### src/rtl/seg7_timer_display_pkg.sv
// Shared constants for the coin-timer 7-segment display: scan states,
// digit-enable codes and the active-low segment table.
package seg7_pkg;

    localparam logic [1:0] ST_ONES = 2'd0;
    localparam logic [1:0] ST_TENS = 2'd1;
    localparam logic [1:0] ST_MIN  = 2'd2;

    localparam logic [2:0] SEL_ONES = 3'b110;
    localparam logic [2:0] SEL_TENS = 3'b101;
    localparam logic [2:0] SEL_MIN  = 3'b011;
    localparam logic [2:0] SEL_NONE = 3'b111;

    localparam logic [6:0] SEG_BLANK = 7'b1111111;
    localparam logic [6:0] SEG_DASH  = 7'b0111111;

    // Segment order {g,f,e,d,c,b,a}, active-low, for BCD 0..9
    localparam logic [6:0] SEG_TABLE [10] = '{
        7'b1000000, 7'b1111001, 7'b0100100, 7'b0110000, 7'b0011001,
        7'b0010010, 7'b0000010, 7'b1111000, 7'b0000000, 7'b0010000
    };

    function automatic logic [2:0] sel_for_state(input logic [1:0] st);
        logic [2:0] sel;
        case (st)
            ST_ONES: sel = SEL_ONES;
            ST_TENS: sel = SEL_TENS;
            ST_MIN:  sel = SEL_MIN;
            default: sel = SEL_NONE;
        endcase
        return sel;
    endfunction

endpackage

### src/rtl/seg7_timer_display_if.sv
// Bundle between the countdown counter (master) and the display reader (slave).
interface seg7_timer_display_if;
    logic [3:0] S1;
    logic [3:0] S2;
    logic [3:0] S3;
    logic       TimerRun;
    logic [6:0] Seg;
    logic       Dp;
    logic [2:0] DigitSel;

    modport master (output S1, S2, S3, TimerRun, input Seg, Dp, DigitSel);
    modport slave  (input S1, S2, S3, TimerRun, output Seg, Dp, DigitSel);
endinterface

### src/rtl/seg7_timer_display_bcd_to_seg7.sv
// Combinational BCD to active-low 7-segment decoder; non-BCD codes show a dash.
module bcd_to_seg7
    import seg7_pkg::*;
(
    input  logic [3:0] bcd_i,
    output logic [6:0] seg_o
);

    // Table lookup with a dash for 10..15
    always_comb begin
        seg_o = SEG_DASH;
        case (bcd_i)
            4'd0:    seg_o = SEG_TABLE[0];
            4'd1:    seg_o = SEG_TABLE[1];
            4'd2:    seg_o = SEG_TABLE[2];
            4'd3:    seg_o = SEG_TABLE[3];
            4'd4:    seg_o = SEG_TABLE[4];
            4'd5:    seg_o = SEG_TABLE[5];
            4'd6:    seg_o = SEG_TABLE[6];
            4'd7:    seg_o = SEG_TABLE[7];
            4'd8:    seg_o = SEG_TABLE[8];
            4'd9:    seg_o = SEG_TABLE[9];
            default: seg_o = SEG_DASH;
        endcase
    end

endmodule

### src/rtl/seg7_timer_display.sv
// Snapshots the countdown digits once per frame and multiplexes them onto a
// 3-digit common-anode display with colon blink and expired-flash.
module seg7_timer_display
    import seg7_pkg::*;
#(
    parameter int unsigned REFRESH_DIV = 50000,
    parameter int unsigned BLINK_DIV   = 25000000,
    parameter bit          LZ_BLANK    = 1'b1
) (
    input  logic                 Clk,
    input  logic                 nReset,
    seg7_timer_display_if.slave  bus
);

    localparam int PW = (REFRESH_DIV > 2) ? $clog2(REFRESH_DIV) : 1;
    localparam int BW = (BLINK_DIV > 2) ? $clog2(BLINK_DIV) : 1;

    logic [PW-1:0] presc_q, presc_d;
    logic [BW-1:0] blink_q, blink_d;
    logic [1:0]    state_q, state_d;
    logic [11:0]   snap_q, snap_d;
    logic          phase_q, phase_d;
    logic          run_q;
    logic [6:0]    seg_q, seg_d;
    logic          dp_q, dp_d;
    logic [2:0]    sel_q, sel_d;

    logic          tick_s;
    logic          rise_s;
    logic [3:0]    digit_s;
    logic [6:0]    seg_dec_s;

    assign tick_s = (presc_q == PW'(REFRESH_DIV - 1));
    assign rise_s = bus.TimerRun & ~run_q;

    // Prescaler, scan FSM, frame snapshot and blink timing
    always_comb begin
        presc_d = tick_s ? '0 : presc_q + PW'(1);
        state_d = state_q;
        snap_d  = snap_q;
        case (state_q)
            ST_ONES: state_d = tick_s ? ST_TENS : ST_ONES;
            ST_TENS: state_d = tick_s ? ST_MIN  : ST_TENS;
            ST_MIN:  state_d = tick_s ? ST_ONES : ST_MIN;
            default: state_d = ST_ONES;
        endcase
        if (tick_s && state_q == ST_MIN) begin
            snap_d = {bus.S3, bus.S2, bus.S1};
        end else begin
            snap_d = snap_q;
        end
        // A fresh coin restarts the colon phase, overriding any wrap this cycle
        if (rise_s) begin
            blink_d = '0;
            phase_d = 1'b1;
        end else if (blink_q == BW'(BLINK_DIV - 1)) begin
            blink_d = '0;
            phase_d = ~phase_q;
        end else begin
            blink_d = blink_q + BW'(1);
            phase_d = phase_q;
        end
    end

    // Digit selected by the current scan slot
    always_comb begin
        case (state_q)
            ST_ONES: digit_s = snap_q[3:0];
            ST_TENS: digit_s = snap_q[7:4];
            ST_MIN:  digit_s = snap_q[11:8];
            default: digit_s = 4'd0;
        endcase
    end

    bcd_to_seg7 u_dec (
        .bcd_i (digit_s),
        .seg_o (seg_dec_s)
    );

    // Display mode: RUN blinks the colon, EXPIRED flashes all, HOLD is steady
    always_comb begin
        seg_d = seg_dec_s;
        dp_d  = 1'b1;
        sel_d = sel_for_state(state_q);
        if (bus.TimerRun) begin
            if (state_q == ST_MIN) begin
                dp_d = ~phase_q;
                if (LZ_BLANK && snap_q[11:8] == 4'd0) begin
                    seg_d = SEG_BLANK;
                end else begin
                    seg_d = seg_dec_s;
                end
            end else begin
                dp_d = 1'b1;
            end
        end else if (snap_q == 12'h000 && !phase_q) begin
            sel_d = SEL_NONE;
            seg_d = SEG_BLANK;
        end else begin
            seg_d = seg_dec_s;
        end
    end

    // State and registered outputs
    always_ff @(posedge Clk or negedge nReset) begin
        if (!nReset) begin
            presc_q <= '0;
            blink_q <= '0;
            state_q <= ST_ONES;
            snap_q  <= 12'h000;
            phase_q <= 1'b1;
            run_q   <= 1'b0;
            seg_q   <= SEG_BLANK;
            dp_q    <= 1'b1;
            sel_q   <= SEL_NONE;
        end else begin
            presc_q <= presc_d;
            blink_q <= blink_d;
            state_q <= state_d;
            snap_q  <= snap_d;
            phase_q <= phase_d;
            run_q   <= bus.TimerRun;
            seg_q   <= seg_d;
            dp_q    <= dp_d;
            sel_q   <= sel_d;
        end
    end

    assign bus.Seg      = seg_q;
    assign bus.Dp       = dp_q;
    assign bus.DigitSel = sel_q;

endmodule

### src/flat_wrapper.sv
// flat-port wrapper written by rule: the top's interface ports become plain ports
module seg7_timer_display_flat import seg7_pkg::*;
#(
    parameter int unsigned REFRESH_DIV = 50000,
    parameter int unsigned BLINK_DIV   = 25000000,
    parameter bit          LZ_BLANK    = 1'b1
)
  (Clk, nReset, bus_S1, bus_S2, bus_S3, bus_TimerRun, bus_Seg, bus_Dp, bus_DigitSel);
  seg7_timer_display_if bus_i ();
  input  logic Clk;
  input  logic nReset;
  input wire logic [$bits(bus_i.S1)-1:0] bus_S1;
  input wire logic [$bits(bus_i.S2)-1:0] bus_S2;
  input wire logic [$bits(bus_i.S3)-1:0] bus_S3;
  input wire logic [$bits(bus_i.TimerRun)-1:0] bus_TimerRun;
  output wire logic [$bits(bus_i.Seg)-1:0] bus_Seg;
  output wire logic [$bits(bus_i.Dp)-1:0] bus_Dp;
  output wire logic [$bits(bus_i.DigitSel)-1:0] bus_DigitSel;
  assign bus_i.S1 = bus_S1;
  assign bus_i.S2 = bus_S2;
  assign bus_i.S3 = bus_S3;
  assign bus_i.TimerRun = bus_TimerRun;
  assign bus_Seg = bus_i.Seg;
  assign bus_Dp = bus_i.Dp;
  assign bus_DigitSel = bus_i.DigitSel;
  seg7_timer_display #(.REFRESH_DIV(REFRESH_DIV), .BLINK_DIV(BLINK_DIV), .LZ_BLANK(LZ_BLANK)) u_core (.Clk(Clk), .nReset(nReset), .bus(bus_i));
endmodule
### config.mk
export PLATFORM = sky130hd
export DESIGN_NAME = seg7_timer_display_flat
export DESIGN_NICKNAME = d
export VERILOG_FILES = /design/src/rtl/seg7_timer_display_pkg.sv /design/src/rtl/seg7_timer_display_if.sv /design/src/rtl/seg7_timer_display_bcd_to_seg7.sv /design/src/rtl/seg7_timer_display.sv /design/src/flat_wrapper.sv
export SDC_FILE = /design/constraint.sdc
export NUM_CORES = 1
export LEC_CHECK = 0
export ABC_AREA = 1
export CORE_AREA = 2 2 72 88
export DETAILED_ROUTE_END_ITERATION = 7
export DIE_AREA = 0 0 74 90
export GPL_TIMING_DRIVEN = 0
export PLACE_DENSITY_LB_ADDON = 0.2
export SLEW_MARGIN = 25
export SYNTH_ARGS = -nofsm -noshare
export SYNTH_HDL_FRONTEND = slang
export SYNTH_HIERARCHICAL = 1
export SYNTH_SLANG_ARGS = --single-unit
### constraint.sdc
create_clock -name Clk -period 4.4 [get_ports Clk]
set_input_delay 0.88 -clock Clk [delete_from_list [all_inputs] [get_ports Clk]]
set_output_delay 0.88 -clock Clk [all_outputs]
set_load 0.05 [all_outputs]
After elaboration in Yosys (flattened, before gate mapping)
Memory sizes are Yosys's and may differ from the RTL's. Index checks and enable logic that the tools add are counted. W data, S select, Z words.

Equality and inequality tests: 4. Muxes and demuxes: 19. Add/sub/neg operators: 2. Bitwise operators: 3. Reduce and logical (&&, ||, !) cells: 7.

Operators by type and width (number): $mux W25 (2); $mux W7 (4); $add A25 B1 Y25 const B (1); $eq A25 B25 Y1 const B (1); $add A16 B1 Y16 const B (1); $eq A16 B16 Y1 const B (1); $mux W16 (1); $logic_not A12 Y1 (1); $pmux W4 S3 (1); $pmux W3 S3 (1); $mux W3 (2); $pmux W2 S3 (1); $mux W1 (5); $logic_not A4 Y1 (1); $mux W2 (2); $eq A2 B1 Y1 const B (1); $eq A2 B2 Y1 const B (1); $logic_and A1 B1 Y1 (2); $logic_not A2 Y1 (1); $not A1 Y1 (2); $reduce_bool A2 Y1 (1); $and A1 B1 Y1 (1); $logic_not A1 Y1 (1).

Bits in read-only memories: 112. Memories: 1. Output and inout port bits: 11. Flip-flop bits (word level): 68. Word-level logic and storage cells: 45.

Memories: (name not given) (words 16, bits a word 7, read ports 1, clocked after memory_dff 0, wr ports 0, RTL line seg7_timer_display_bcd_to_seg7.sv:12) `case (bcd_i)`.

Depth between registers and ports, before layout
Gate-level depths: netlist of the first run. An unclocked memory read counts as a cell.

Word-level depth: 6. Gate-level depth with buffers: 12. Mapped depth without buffers: 12.

Modules after synthesis
Netlist of the first run, hierarchy kept.

Modules (own cells, without submodules): seg7_timer_display (cells an instance 414, times used 1, seq. area each 1716.6 um^2, area each 3380.7 um^2); bcd_to_seg7 (cells an instance 35, times used 1, seq. area each 0.0 um^2, area each 186.4 um^2).

Worst setup path after synthesis of the first run
Ideal clock, no wire load.

Path type: flip-flop to flip-flop. From: reg u_core.state_q[1]. To: reg u_core.seg_q[3], in the netlist u_core/bus.Seg[3]. Path slack: 2.570 ns. Cell stages (with the launch flop): 11. Data arrival time: 1.740 ns. Path through: dfrtp_1 nor2_1 inv_1 o221ai_1 inv_1 ha_1 nand2_1 nand3_1 nand2_1 a21oi_1 nand2_1.

Longest elaborated chain between the ends: 6. Elaborated cells on any way between the ends: 9. Those cells by class: eq/ne: 2; mux: 5; reduce/logical: 1; memory: 1.

Ends and longest elaborated chain: from (decl) (RTL line seg7_timer_display.sv:20) `logic [1:0] state_q, state_d;`; from (signal assigned) (RTL line seg7_timer_display.sv:119) `state_q <= state_d;`; $eq A2 B2 Y1, or another cell as far along (RTL line seg7_timer_display.sv:67) `case (state_q)`; $pmux W4 S3 (*) (RTL line seg7_timer_display.sv:67); named net u_core.digit_s[1] (RTL line seg7_timer_display.sv:30) `logic [3:0] digit_s;`; $mem_v2 Z16 W7 (*); named net u_core.seg_dec_s[3] (RTL line seg7_timer_display.sv:31) `logic [6:0] seg_dec_s;`; $mux W7 (RTL line seg7_timer_display.sv:88) `if (LZ_BLANK && snap_q[11:8] == 4'd0) begin`; $mux W7 (RTL line seg7_timer_display.sv:86) `if (state_q == ST_MIN) begin`; $mux W7 (*) (RTL line seg7_timer_display.sv:85) `if (bus.TimerRun) begin`; named net u_core.seg_d[3] (RTL line seg7_timer_display.sv:24) `logic [6:0] seg_q, seg_d;`; to (signal assigned) (RTL line seg7_timer_display.sv:123) `seg_q <= seg_d;`; to (decl) (RTL line seg7_timer_display.sv:24).

Mark *: on every way through the listed nets, which the timed path passes. The rest lies on a longest branch. A chain may end at the register's enable or synchronous reset.

Final worst setup path of the first run
From: reg u_core.sel_q[1], in the netlist u_core/bus.DigitSel[1]. To: out bus_DigitSel[1].

RTL lines: from (decl) (RTL line seg7_timer_display.sv:26) `logic [2:0] sel_q, sel_d;`; from (signal assigned) (RTL line seg7_timer_display.sv:125) `sel_q <= sel_d;`; to (decl) (RTL line flat_wrapper.sv:18) `output wire logic [$bits(bus_i.DigitSel)-1:0] bus_DigitSel;`.

No word-level cell between the ends.

==> results of run 1 <==
[placed cells by master (no fill, tap or decap), drive strengths merged, types with 2 or more instances in the layout]
master | synthesis | layout
nand3b | 3 | 3
clkinv | 1 | 4
dfstp | 12 | 12
nand3 | 25 | 25
xor2 | 11 | 11
nor2 | 89 | 89
xnor2 | 7 | 7
inv | 60 | 60
clkdlybuf4s50 | 0 | 24
clkinvlp | 0 | 2
ha | 7 | 7
o221ai | 4 | 4
nor3 | 12 | 12
clkbuf | 0 | 10
a21oi | 14 | 14
o21ai | 19 | 19
dfrtp | 56 | 56
nand4 | 6 | 6
buf | 2 | 4
nand2 | 117 | 117
nor3b | 2 | 2
[state kept, by name (all words and copies together), names as in the netlist]
| register | flops |
|---|---|
| u_core/blink_q | 25 |
| u_core/bus.DigitSel | 3 |
| u_core/bus.Dp | 1 |
| u_core/bus.Seg | 7 |
| u_core/phase_q | 1 |
| u_core/presc_q | 16 |
| u_core/run_q | 1 |
| u_core/snap_q | 12 |
| u_core/state_q | 2 |
[per-layer routing]
layer | track usage [%] | part of all wire, % | vias up
met3 | 4.93 | 3.6 | 17
li1 | - | - | 1482
met2 | 40.8 | 51 | 65
met4 | 10.9 | 2.1 | 0
met5 | 0 | 0 | -
met1 | 31.8 | 43 | 1376
[through the flow]
step	cell area, um^2	cells	power, mW	setup WS (ps)
3_5_place_dp	3950	557	0.732	1930
2_1_floorplan	3570	449	0.693	2570
5_1_grt	4150	573	1.29	1820
3_3_place_gp	3920	556	0.724	273
4_1_cts	4150	573	1.25	1840
6_report	4150	573	1.23	1860
[final cells by class]
type | instances | area (um^2) | area share, %
Tap cell | 82 | 103 | 2.47
Clock buffer | 10 | 138 | 3.32
Multi-Input combinational cell | 318 | 1590 | 38.3
Inverter | 61 | 231 | 5.58
Buffer | 2 | 31.3 | 0.754
Timing Repair Buffer | 26 | 275 | 6.64
Clock inverter | 6 | 63.8 | 1.54
Sequential cell | 68 | 1720 | 41.4
[worst paths after layout]
check	slack (ps)	depth (start not counted)	to	from
setup / recovery	1860	1	bus_DigitSel[1]	u_core/bus.DigitSel[1]
hold / removal	430	1	u_core/blink_q[9]	nReset
setup reg to reg	2240	10	u_core/bus.Seg[3]	u_core/state_q[1]
hold reg to reg	470	1	u_core/presc_q[0]	u_core/presc_q[0]
max in group asynchronous	3370	2	u_core/bus.DigitSel[1]	nReset
min in group Clk	470	1	u_core/presc_q[0]	u_core/presc_q[0]
[kinds of logic after synthesis]
logic type | Yosys count | synth area share (%)
buffers and inverters | 63 | 7.37
XOR/XNOR | 18 | 4.42
flip-flops | 68 | 48.1
AND/OR/NAND/NOR | 255 | 30.9
adder cells (fa/ha/maj) | 7 | 2.46
AO/OA/AOI/OAI | 38 | 6.77
[power groups by stage]
stage	registers (mW)	clock network [mW]	logic [mW]
2_1_floorplan	0.664	0	0.0289
3_3_place_gp	0.666	0	0.0585
3_5_place_dp	0.667	0	0.0651
4_1_cts	0.655	0.527	0.0654
5_1_grt	0.658	0.555	0.0766
6_report	0.655	0.511	0.0651
==> impl_metrics.sql, run 1 <==
INSERT INTO impl_metrics (metric_group, metric, value, unit) VALUES
('outcome', 'result_of_the_run', 'finished clean', ''),
('floorplan', 'placement_rows', '31', ''),
('sta', 'pins_over_slew_limit', '0', ''),
('min_path', 'hold_path_class', 'primary input to async pin', ''),
('power', 'leakage', '1.95', 'nW'),
('cts', 'postCtsSetupBuffers', '0', ''),
('floorplan', 'die_h', '90', 'um'),
('synth', 'synth_area_leader_cell', 'dfrtp_1', ''),
('sta', 'setup_repair_after_global_routing_missed_its_margin', 'no', ''),
('detailed_routing', 'dr.pass1.iters', '4', ''),
('cts', 'cts_root_buf', 'clkbuf_8', ''),
('detailed_routing', 'dr_total_vias', '2940', ''),
('sta', 'timing_limited_maximum_frequency', '394', 'MHz'),
('cts', 'clock_tree.buffer_depth', '2', ''),
('sta', 'transition_time_at_the_pin_with_the_least_slew_margin', '652', 'ps'),
('sta', 'timing_hold_violations_final', '0', ''),
('sta', 'finalHoldWorstSlack', '432', 'ps'),
('grt', 'grt_pass1_wl', '13000', 'um'),
('detailed_routing', 'routed_wirelength', '7290', 'um'),
('worst_setup_path', 'critical_path.max_fanout', '1', ''),
('placement', 'dp_hpwl', '5330', 'um'),
('floorplan', 'die-area', '0.00666', 'mm^2'),
('worst_setup_path', 'cp_data_required_time', '3520', 'ps'),
('synth', 'syn_avg_cell_area', '7.94', 'um^2'),
('detailed_routing', 'routed_wire_length_per_instance', '12.7', 'um'),
('cts', 'htreeDepth', '3', ''),
('sta', 'finalWorstPathRequiredPeriod', '2540', 'ps'),
('worst_setup_path', 'critical_path.n_buffers_inverters', '1', ''),
('final_layout', 'insertedDiodeCount', '0', ''),
('synth', 'yosysUniqueCellTypes', '29', ''),
('cts', 'tritoncts', 'done', ''),
('sta', 'finClkSkew', '10.9', 'ps'),
('cts', 'post_cts_hold_buffer_count', '0', ''),
('floorplan', 'io-pin-count', '26', ''),
('power', 'cellPowerDensity', '297', 'mW/mm^2'),
('synth', 'synth_most_common_cell', 'nand2_1', ''),
('worst_setup_path', 'start_kind', 'flip-flop', ''),
('worst_setup_path', 'worst_ep_arrival_time', '1660', 'ps'),
('synth', 'synth.ff_latch_count', '68', ''),
('power', 'seqPwrFrac', '53.2', '%'),
('detailed_routing', 'antenna_violation_net_count_after_detailed_routing', '0', ''),
('cts', 'tritoncts.num_buffers', '9', ''),
('worst_setup_path', 'critPathSlowestCell', 'clkdlybuf4s50_1', ''),
('job', 'cap_violations', '0', ''),
('grt', 'grt.total_usage', '25.1', '%'),
('power', 'netSwitchingFraction', '23.4', '%'),
('synth', 'post_synth_instance_area', '0.00357', 'mm^2'),
('placement', 'globalplace.congestion', '0.929', ''),
('floorplan', 'core_area', '0.00586', 'mm^2'),
('cts', 'insertion_delay', '340', 'ps'),
('final_layout', 'share_of_layout_cells_above_drive_strength_1', '12.6', '%'),
('floorplan', 'starting_density', '60.9', '%'),
('synth', 'syn-num-nets', '471', ''),
('worst_setup_path', 'critical_path.cell_chain', 'clkdlybuf4s50_1', ''),
('synth', 'synth-warning-count', '6', ''),
('power', 'comb_power_share', '5.3', '%'),
('synth', 'synth_top_cell_area_share', '39.3', '%'),
('worst_setup_path', 'cp_slowest_stage_delay', '810', 'ps'),
('grt', 'grt_pass1_vias', '2937', ''),
('grt', 'grt_overflow', '0', ''),
('sta', 'period_utilization_post_route', '57.7', '%'),
('power', 'clockPowerShare', '41.5', '%'),
('synth', 'post_synth_inst_count', '449', ''),
('cts', 'number_of_gates_given_a_new_drive_strength_after_cts', '0', ''),
('synth', 'yosys-top-cells-area', 'dfrtp_1 (39%), nand2_1 (12%), dfstp_2 (8.8%)', ''),
('power', 'peakVddDrop', '0.000214', 'V'),
('power', 'power.internal', '0.944', 'mW'),
('detailed_routing', 'detail_route.drc_violations', '0', ''),
('final_layout', 'nets', '508', ''),
('final_layout', 'filler_cell_count', '471', ''),
('power', 'net-switching-power', '0.288', 'mW');
Note: power is estimated with default switching activity, not from simulation.
==> run 2: changes to the inputs <==
CORE_AREA = 2 2 75 91   (was 2 2 72 88)
DIE_AREA = 0 0 77 93   (was 0 0 74 90)
clock period = 2.5 ns   (was 4.4 ns; I/O delays follow)
==> run 2 against run 1 <==
  * Register-to-register slack got worse by 1800 ps
  * Worst hold slack worse by 420 ps
  * Total power up 83%
  * Wire length fell by 0.91%
  * Clock skew shrank 4.3 ps
  * Global-route usage down 2.4 points
  * Flip-flop and latch count is the same
  * Clock-buffer cell count grew 1
  * Core utilization decreased by 5.0 points
  * Critical path depth unchanged
  * Clock power increased by 94%
  * Sequential power is 76% higher
==> impl_metrics.sql, run 2 (synthesized netlist as in run 1, its figures left out) <==
INSERT INTO impl_metrics (metric_group, metric, value, unit) VALUES
('outcome', 'result_of_the_run', 'finished clean', ''),
('cts', 'postCtsSetupBuffers', '0', ''),
('placement', 'placed_cells_incl_taps', '560', ''),
('worst_setup_path', 'critical_path.cell_chain', 'clkdlybuf4s50_1', ''),
('placement', 'dp_hpwl', '5300', 'um'),
('power', 'leakage', '1.97', 'nW'),
('detailed_routing', 'antenna_violation_net_count_after_detailed_routing', '0', ''),
('worst_setup_path', 'critical_path_class', 'flip-flop to output port', ''),
('sta', 'finalWorstPathRequiredPeriod', '2170', 'ps'),
('grt', 'grt_max_degree', '55', ''),
('worst_setup_path', 'start_kind', 'flip-flop', ''),
('worst_setup_path', 'critical_path.n_buffers_inverters', '1', ''),
('power', 'power.internal', '1.76', 'mW'),
('final_layout', 'share_of_layout_cells_above_drive_strength_1', '12.4', '%'),
('floorplan', 'die-area', '0.00716', 'mm^2'),
('cts', 'clock_tree.buffer_depth', '2', ''),
('sta', 'max-slew-margin-rel', '57.7', '%'),
('worst_setup_path', 'cp_slowest_stage_delay', '800', 'ps'),
('worst_setup_path', 'reg2reg_depth', '10', ''),
('cts', 'tritoncts.num_buffers', '9', ''),
('worst_setup_path', 'r2r_end', 'u_core/bus.Seg[3]', ''),
('grt', 'grt.total_usage', '22.6', '%'),
('power', 'seqPwrFrac', '51.2', '%'),
('final_layout', 'final_common_cell', 'nand2_1', ''),
('power', 'comb_power_share', '4.9', '%'),
('worst_setup_path', 'timing.rr.start', 'u_core/state_q[1]', ''),
('power', 'cellPowerDensity', '542', 'mW/mm^2'),
('floorplan', 'starting_density', '56.4', '%'),
('cts', 'insertion_delay', '340', 'ps'),
('cts', 'tritoncts', 'done', ''),
('detailed_routing', 'detail_route.drc_violations', '0', ''),
('final_layout', 'layout_common_cells', 'nand2_1 (110), nor2_1 (79), inv_1 (56), dfrtp_1 (56), nand3_1 (25)', ''),
('final_layout', 'biggestRegsByFlops', 'u_core/blink_q x25, u_core/presc_q x16, u_core/snap_q x12', ''),
('worst_setup_path', 'critPathLaunch', 'u_core/bus.DigitSel[1]', ''),
('sta', 'setup_repair_after_global_routing_missed_its_margin', 'no', ''),
('floorplan', 'die-width', '77', 'um'),
('detailed_routing', 'detailedRoute.firstIterationViolations', '102', ''),
('grt', 'grt_overflow', '0', ''),
('final_layout', 'registers.top_by_ff_count', 'u_core/blink_q', ''),
('cts', 'clkSinkCount', '68', ''),
('sta', 'period_utilization_post_route', '86.6', '%'),
('job', 'cap_violations', '0', ''),
('floorplan', 'placement_rows', '32', ''),
('power', 'peakVddDrop', '0.000371', 'V'),
('worst_setup_path', 'critPathSlowestCell', 'clkdlybuf4s50_1', ''),
('worst_setup_path', 'reg2reg_slack', '410', 'ps'),
('detailed_routing', 'dr.pass1.iters', '4', ''),
('placement', 'globalplace.congestion', '0.875', ''),
('sta', 'timing_limited_maximum_frequency', '462', 'MHz'),
('sta', 'transition_time_at_the_pin_with_the_least_slew_margin', '634', 'ps'),
('floorplan', 'core_area', '0.00633', 'mm^2'),
('worst_setup_path', 'cpLargestDelayFamily', 'buffers and inverters', ''),
('cts', 'cts_root_buf', 'clkbuf_8', ''),
('worst_setup_path', 'worst_ep_arrival_time', '1670', 'ps'),
('final_layout', 'insertedDiodeCount', '0', ''),
('detailed_routing', 'routed_wire_length_per_instance', '12.5', 'um'),
('power', 'netSwitchingFraction', '22.0', '%'),
('floorplan', 'die_h', '93', 'um'),
('grt', 'grt_pass1_vias', '2976', ''),
('cts', 'number_of_gates_given_a_new_drive_strength_after_cts', '0', ''),
('power', 'clockPowerShare', '43.9', '%'),
('worst_setup_path', 'cp_data_required_time', '2000', 'ps'),
('sta', 'pins_over_slew_limit', '0', ''),
('worst_setup_path', 'crit_path_end_kind', 'output port', ''),
('min_path', 'hold_path_class', 'primary input to async pin', ''),
('grt', 'antenna_found_initial', '0', ''),
('cts', 'htreeDepth', '3', ''),
('sta', 'finClkSkew', '6.68', 'ps'),
('placement', 'portBuffers', '25', ''),
('sta', 'setup_total_negative_slack', '0', 'ps'),
('floorplan', 'io-pin-count', '26', ''),
('final_layout', 'areaGrowthSynthToFinish', '16.8', '%'),
('final_layout', 'nets', '508', ''),
('grt', 'grt_pass1_wl', '12900', 'um'),
('final_layout', 'layoutNonFillerInstCount', '576', ''),
('cts', 'post_cts_hold_buffer_count', '0', ''),
('detailed_routing', 'via_density', '5.11', ''),
('power', 'net-switching-power', '0.495', 'mW'),
('sta', 'report.final.setup_viol', '0', ''),
('detailed_routing', 'dr_total_vias', '2942', ''),
('cts', 'clk_pin_slew', '70', 'ps'),
('worst_setup_path', 'critical_path.max_fanout', '1', ''),
('sta', 'timing_hold_violations_final', '0', ''),
('detailed_routing', 'routed_wirelength', '7220', 'um'),
('final_layout', 'largest_reg_flops', '25', '');
## run 2: cell types whose count changed in the layout (fill, tap and decap cells not counted), sizes merged
| cell | change |
|---|---|
| clkinvlp | -2 |
| bufinv | +1 |
| clkbuf | +1 |
## run 2: worst max path at each step
stage,to,slack (ps),depth (start not counted)
after detailed placement,u_core/blink_q[5],380,6
final,bus_DigitSel[1],330,1
after global routing,u_core/bus.Seg[3],170,10
after global placement,u_core/snap_q[5],-1320,1
after floorplan,u_core/bus.Seg[3],670,10
after CTS,bus_DigitSel[0],320,1
## run 2: metrics by stage
step / instance area [um^2] / util, % / power, mW / hold slack [ps] / setup slack [ps]
floorplan: 3570 / - / 1.22 / 204 / 670
global placement: 3920 / 62.0 / 1.28 / 445 / -1320
detailed placement: 3950 / 62.4 / 1.29 / 378 / 377
CTS: 4170 / 65.8 / 2.28 / 2.08 / 316
global route: 4170 / 65.8 / 2.35 / 3.33 / 174
finish: 4170 / 65.8 / 2.26 / 8.61 / 335
## run 2: area by class of cell
cell class              count  area (um^2)
multi-input cells         318         1590
well taps                  85          106
flip-flops and latches     68         1720
clock buffers              11          141
clock inverters             5         75.1
repair buffers             26          275
plain buffers               2         31.3
inverters                  61          231
fillers                   572         2160
## run 2: power groups by stage
stage	registers, mW	logic (mW)	clock network, mW
global placement	1.17	0.104	0
detailed placement	1.18	0.112	0
floorplan	1.17	0.0509	0
global route	1.16	0.127	1.06
CTS	1.15	0.113	1.01
finish	1.15	0.110	0.991
## run 2: routing by layer
| metal | global-route usage (%) | up-vias | part of all wire (%) |
|---|---|---|---|
| met2 | 39.9 | 52 | 51 |
| met1 | 25.8 | 1388 | 43 |
| met5 | 0 | - | 0 |
| met4 | 12.5 | 0 | 3.3 |
| met3 | 4.44 | 17 | 2.7 |
| li1 | - | 1485 | - |
==> run 3: changes to the inputs <==
clock period = 2.36 ns   (was 2.5 ns; I/O delays follow)
==> run 3 against run 2 <==
  * Combinational power is 7% higher
  * Total power increased by 5.8%
  * Worst hold slack improved by 460 ps
  * Flip-flop and latch count unchanged
  * First-iteration DRC count grew 8.8%
  * Global-route usage unchanged
  * Critical endpoint unchanged
==> impl_metrics.sql, run 3 (synthesized netlist as in run 1, its figures left out) <==
INSERT INTO impl_metrics (metric_group, metric, value, unit) VALUES
('sta', 'setup_repair_after_global_routing_missed_its_margin', 'no', ''),
('sta', 'max-slew-margin-rel', '57.7', '%'),
('detailed_routing', 'antenna_violation_net_count_after_detailed_routing', '0', ''),
('detailed_routing', 'met2WireLength', '3760', 'um'),
('worst_setup_path', 'cp_slowest_stage_delay', '800', 'ps'),
('final_layout', 'share_of_layout_cells_above_drive_strength_1', '12.4', '%'),
('grt', 'grt_pass1_vias', '2976', ''),
('sta', 'finalWorstPathRequiredPeriod', '2130', 'ps'),
('detailed_routing', 'routed_wire_length_per_instance', '12.5', 'um'),
('power', 'seqPwrFrac', '51.2', '%'),
('grt', 'grt.total_usage', '22.6', '%'),
('floorplan', 'core_area', '0.00633', 'mm^2'),
('worst_setup_path', 'start_kind', 'flip-flop', ''),
('floorplan', 'placement_rows', '32', ''),
('placement', 'dp_hpwl', '5300', 'um'),
('placement', 'globalplace.congestion', '0.875', ''),
('sta', 'timing_hold_violations_final', '0', ''),
('final_layout', 'areaGrowthSynthToFinish', '17.0', '%'),
('detailed_routing', 'via_density', '5.09', ''),
('final_layout', 'registers.top_by_ff_count', 'u_core/blink_q', ''),
('cts', 'postCtsSetupBuffers', '0', ''),
('floorplan', 'die_h', '93', 'um'),
('sta', 'period_utilization_post_route', '90.4', '%'),
('final_layout', 'nets', '509', ''),
('power', 'total_power', '2.39', 'mW'),
('cts', 'number_of_gates_given_a_new_drive_strength_after_cts', '0', ''),
('final_layout', 'biggestRegsByFlops', 'u_core/blink_q x25, u_core/presc_q x16, u_core/snap_q x12', ''),
('floorplan', 'starting_density', '56.4', '%'),
('job', 'cap_violations', '0', ''),
('sta', 'finClkSkew', '7.70', 'ps'),
('power', 'peakVddDrop', '0.000393', 'V'),
('final_layout', 'insertedDiodeCount', '0', ''),
('cts', 'tritoncts', 'done', ''),
('power', 'net-switching-power', '0.521', 'mW'),
('power', 'power.internal', '1.87', 'mW'),
('worst_setup_path', 'worst_ep_arrival_time', '1660', 'ps'),
('placement', 'portBuffers', '25', ''),
('detailed_routing', 'met1Wirelength', '3020', 'um'),
('detailed_routing', 'dr.pass1.iters', '4', ''),
('detailed_routing', 'met3WireLength', '210', 'um'),
('grt', 'grt_max_degree', '55', ''),
('worst_setup_path', 'critical_path.max_fanout', '1', ''),
('worst_setup_path', 'critical_path_class', 'flip-flop to output port', ''),
('cts', 'htreeDepth', '3', ''),
('worst_setup_path', 'critPathSlowestCell', 'clkdlybuf4s50_1', ''),
('power', 'comb_power_share', '5.0', '%'),
('detailed_routing', 'detail_route.drc_violations', '0', ''),
('cts', 'cts_root_buf', 'clkbuf_8', ''),
('detailed_routing', 'routed_wirelength', '7200', 'um'),
('power', 'netSwitchingFraction', '21.8', '%'),
('grt', 'grt_overflow', '0', ''),
('floorplan', 'die-width', '77', 'um'),
('final_layout', 'final_common_cell', 'nand2_1', ''),
('worst_setup_path', 'critical_path.cell_chain', 'clkdlybuf4s50_1', ''),
('power', 'leakage', '1.97', 'nW'),
('cts', 'clk_pin_slew', '70', 'ps'),
('worst_setup_path', 'reg2reg_slack', '270', 'ps'),
('cts', 'tritoncts.num_buffers', '9', ''),
('sta', 'report.final.setup_viol', '0', ''),
('final_layout', 'layout_common_cells', 'nand2_1 (110), nor2_1 (79), inv_1 (56), dfrtp_1 (56), nand3_1 (25)', ''),
('power', 'clockPowerShare', '43.8', '%'),
('cts', 'clkSinkCount', '68', ''),
('outcome', 'result_of_the_run', 'finished clean', ''),
('worst_setup_path', 'cpLargestDelayFamily', 'buffers and inverters', ''),
('power', 'cellPowerDensity', '572', 'mW/mm^2'),
('grt', 'antenna_found_initial', '0', ''),
('cts', 'clock_tree.buffer_depth', '2', ''),
('sta', 'transition_time_at_the_pin_with_the_least_slew_margin', '634', 'ps'),
('worst_setup_path', 'crit_path_end_kind', 'output port', ''),
('floorplan', 'io-pin-count', '26', ''),
('sta', 'timing_limited_maximum_frequency', '469', 'MHz'),
('floorplan', 'die-area', '0.00716', 'mm^2'),
('grt', 'grt_pass1_wl', '12900', 'um'),
('final_layout', 'largest_reg_flops', '25', ''),
('cts', 'insertion_delay', '340', 'ps'),
('min_path', 'hold_path_class', 'flip-flop to flip-flop', ''),
('sta', 'pins_over_slew_limit', '0', ''),
('sta', 'setup_total_negative_slack', '0', 'ps'),
('worst_setup_path', 'critical_path.n_buffers_inverters', '1', ''),
('detailed_routing', 'dr_total_vias', '2938', ''),
('detailed_routing', 'top_signal_layer_used', 'met4', ''),
('worst_setup_path', 'cp_data_required_time', '1890', 'ps'),
('detailed_routing', 'detailedRoute.firstIterationViolations', '111', '');
## run 3: layout make-up
cell class              count  area [um^2]
fillers                   571         2150
repair buffers             27          285
clock inverters             5         75.1
clock buffers              11          141
inverters                  61          231
flip-flops and latches     68         1720
plain buffers               2         31.3
multi-input cells         318         1590
well taps                  85          106
## run 3: final timing paths
kind,from,end,cells past startpoint
worst max-delay path,u_core/bus.DigitSel[1],bus_DigitSel[1],1
worst min-delay path,u_core/presc_q[0],u_core/presc_q[0],1
worst max register to register,u_core/state_q[1],u_core/bus.Seg[3],10
worst min register to register,u_core/presc_q[0],u_core/presc_q[0],1
max in group asynchronous,nReset,u_core/phase_q,3
min in group asynchronous,nReset,u_core/blink_q[14],2
## run 3: power groups by stage
stage / clock, mW / combinational [mW] / sequential [mW]
2_1_floorplan: 0 / 0.0540 / 1.24
6_report: 1.05 / 0.118 / 1.22
4_1_cts: 1.07 / 0.121 / 1.22
3_3_place_gp: 0 / 0.110 / 1.24
3_5_place_dp: 0 / 0.119 / 1.24
5_1_grt: 1.13 / 0.136 / 1.23
## run 3: metrics by stage
step                cell area, um^2  setup slack [ps]  hold slack, ps  cells  utilization, %
floorplan                      3570               530             176    449               -
global placement               3920             -1430             445    559            62.0
detailed placement             3950               265             350    560            62.4
CTS                            4180               204             471    577            66.0
global route                   4180              34.2             479    577            66.0
finish                         4180               227             465    577            66.0
## run 3: routing by layer
metal,up-vias,GRT usage (%)
li1,1486,-
met1,1383,25.8
met2,56,39.9
met3,13,4.44
met4,0,12.5
met5,-,0
## run 3: what timing repair did
| item | 4_1_cts | 5_1_grt |
|---|---|---|
| endpoints found under the setup margin | 0 | 0 |
| hold buffers | 1 | 0 |
| hold endpoints to repair | 12 | 0 |
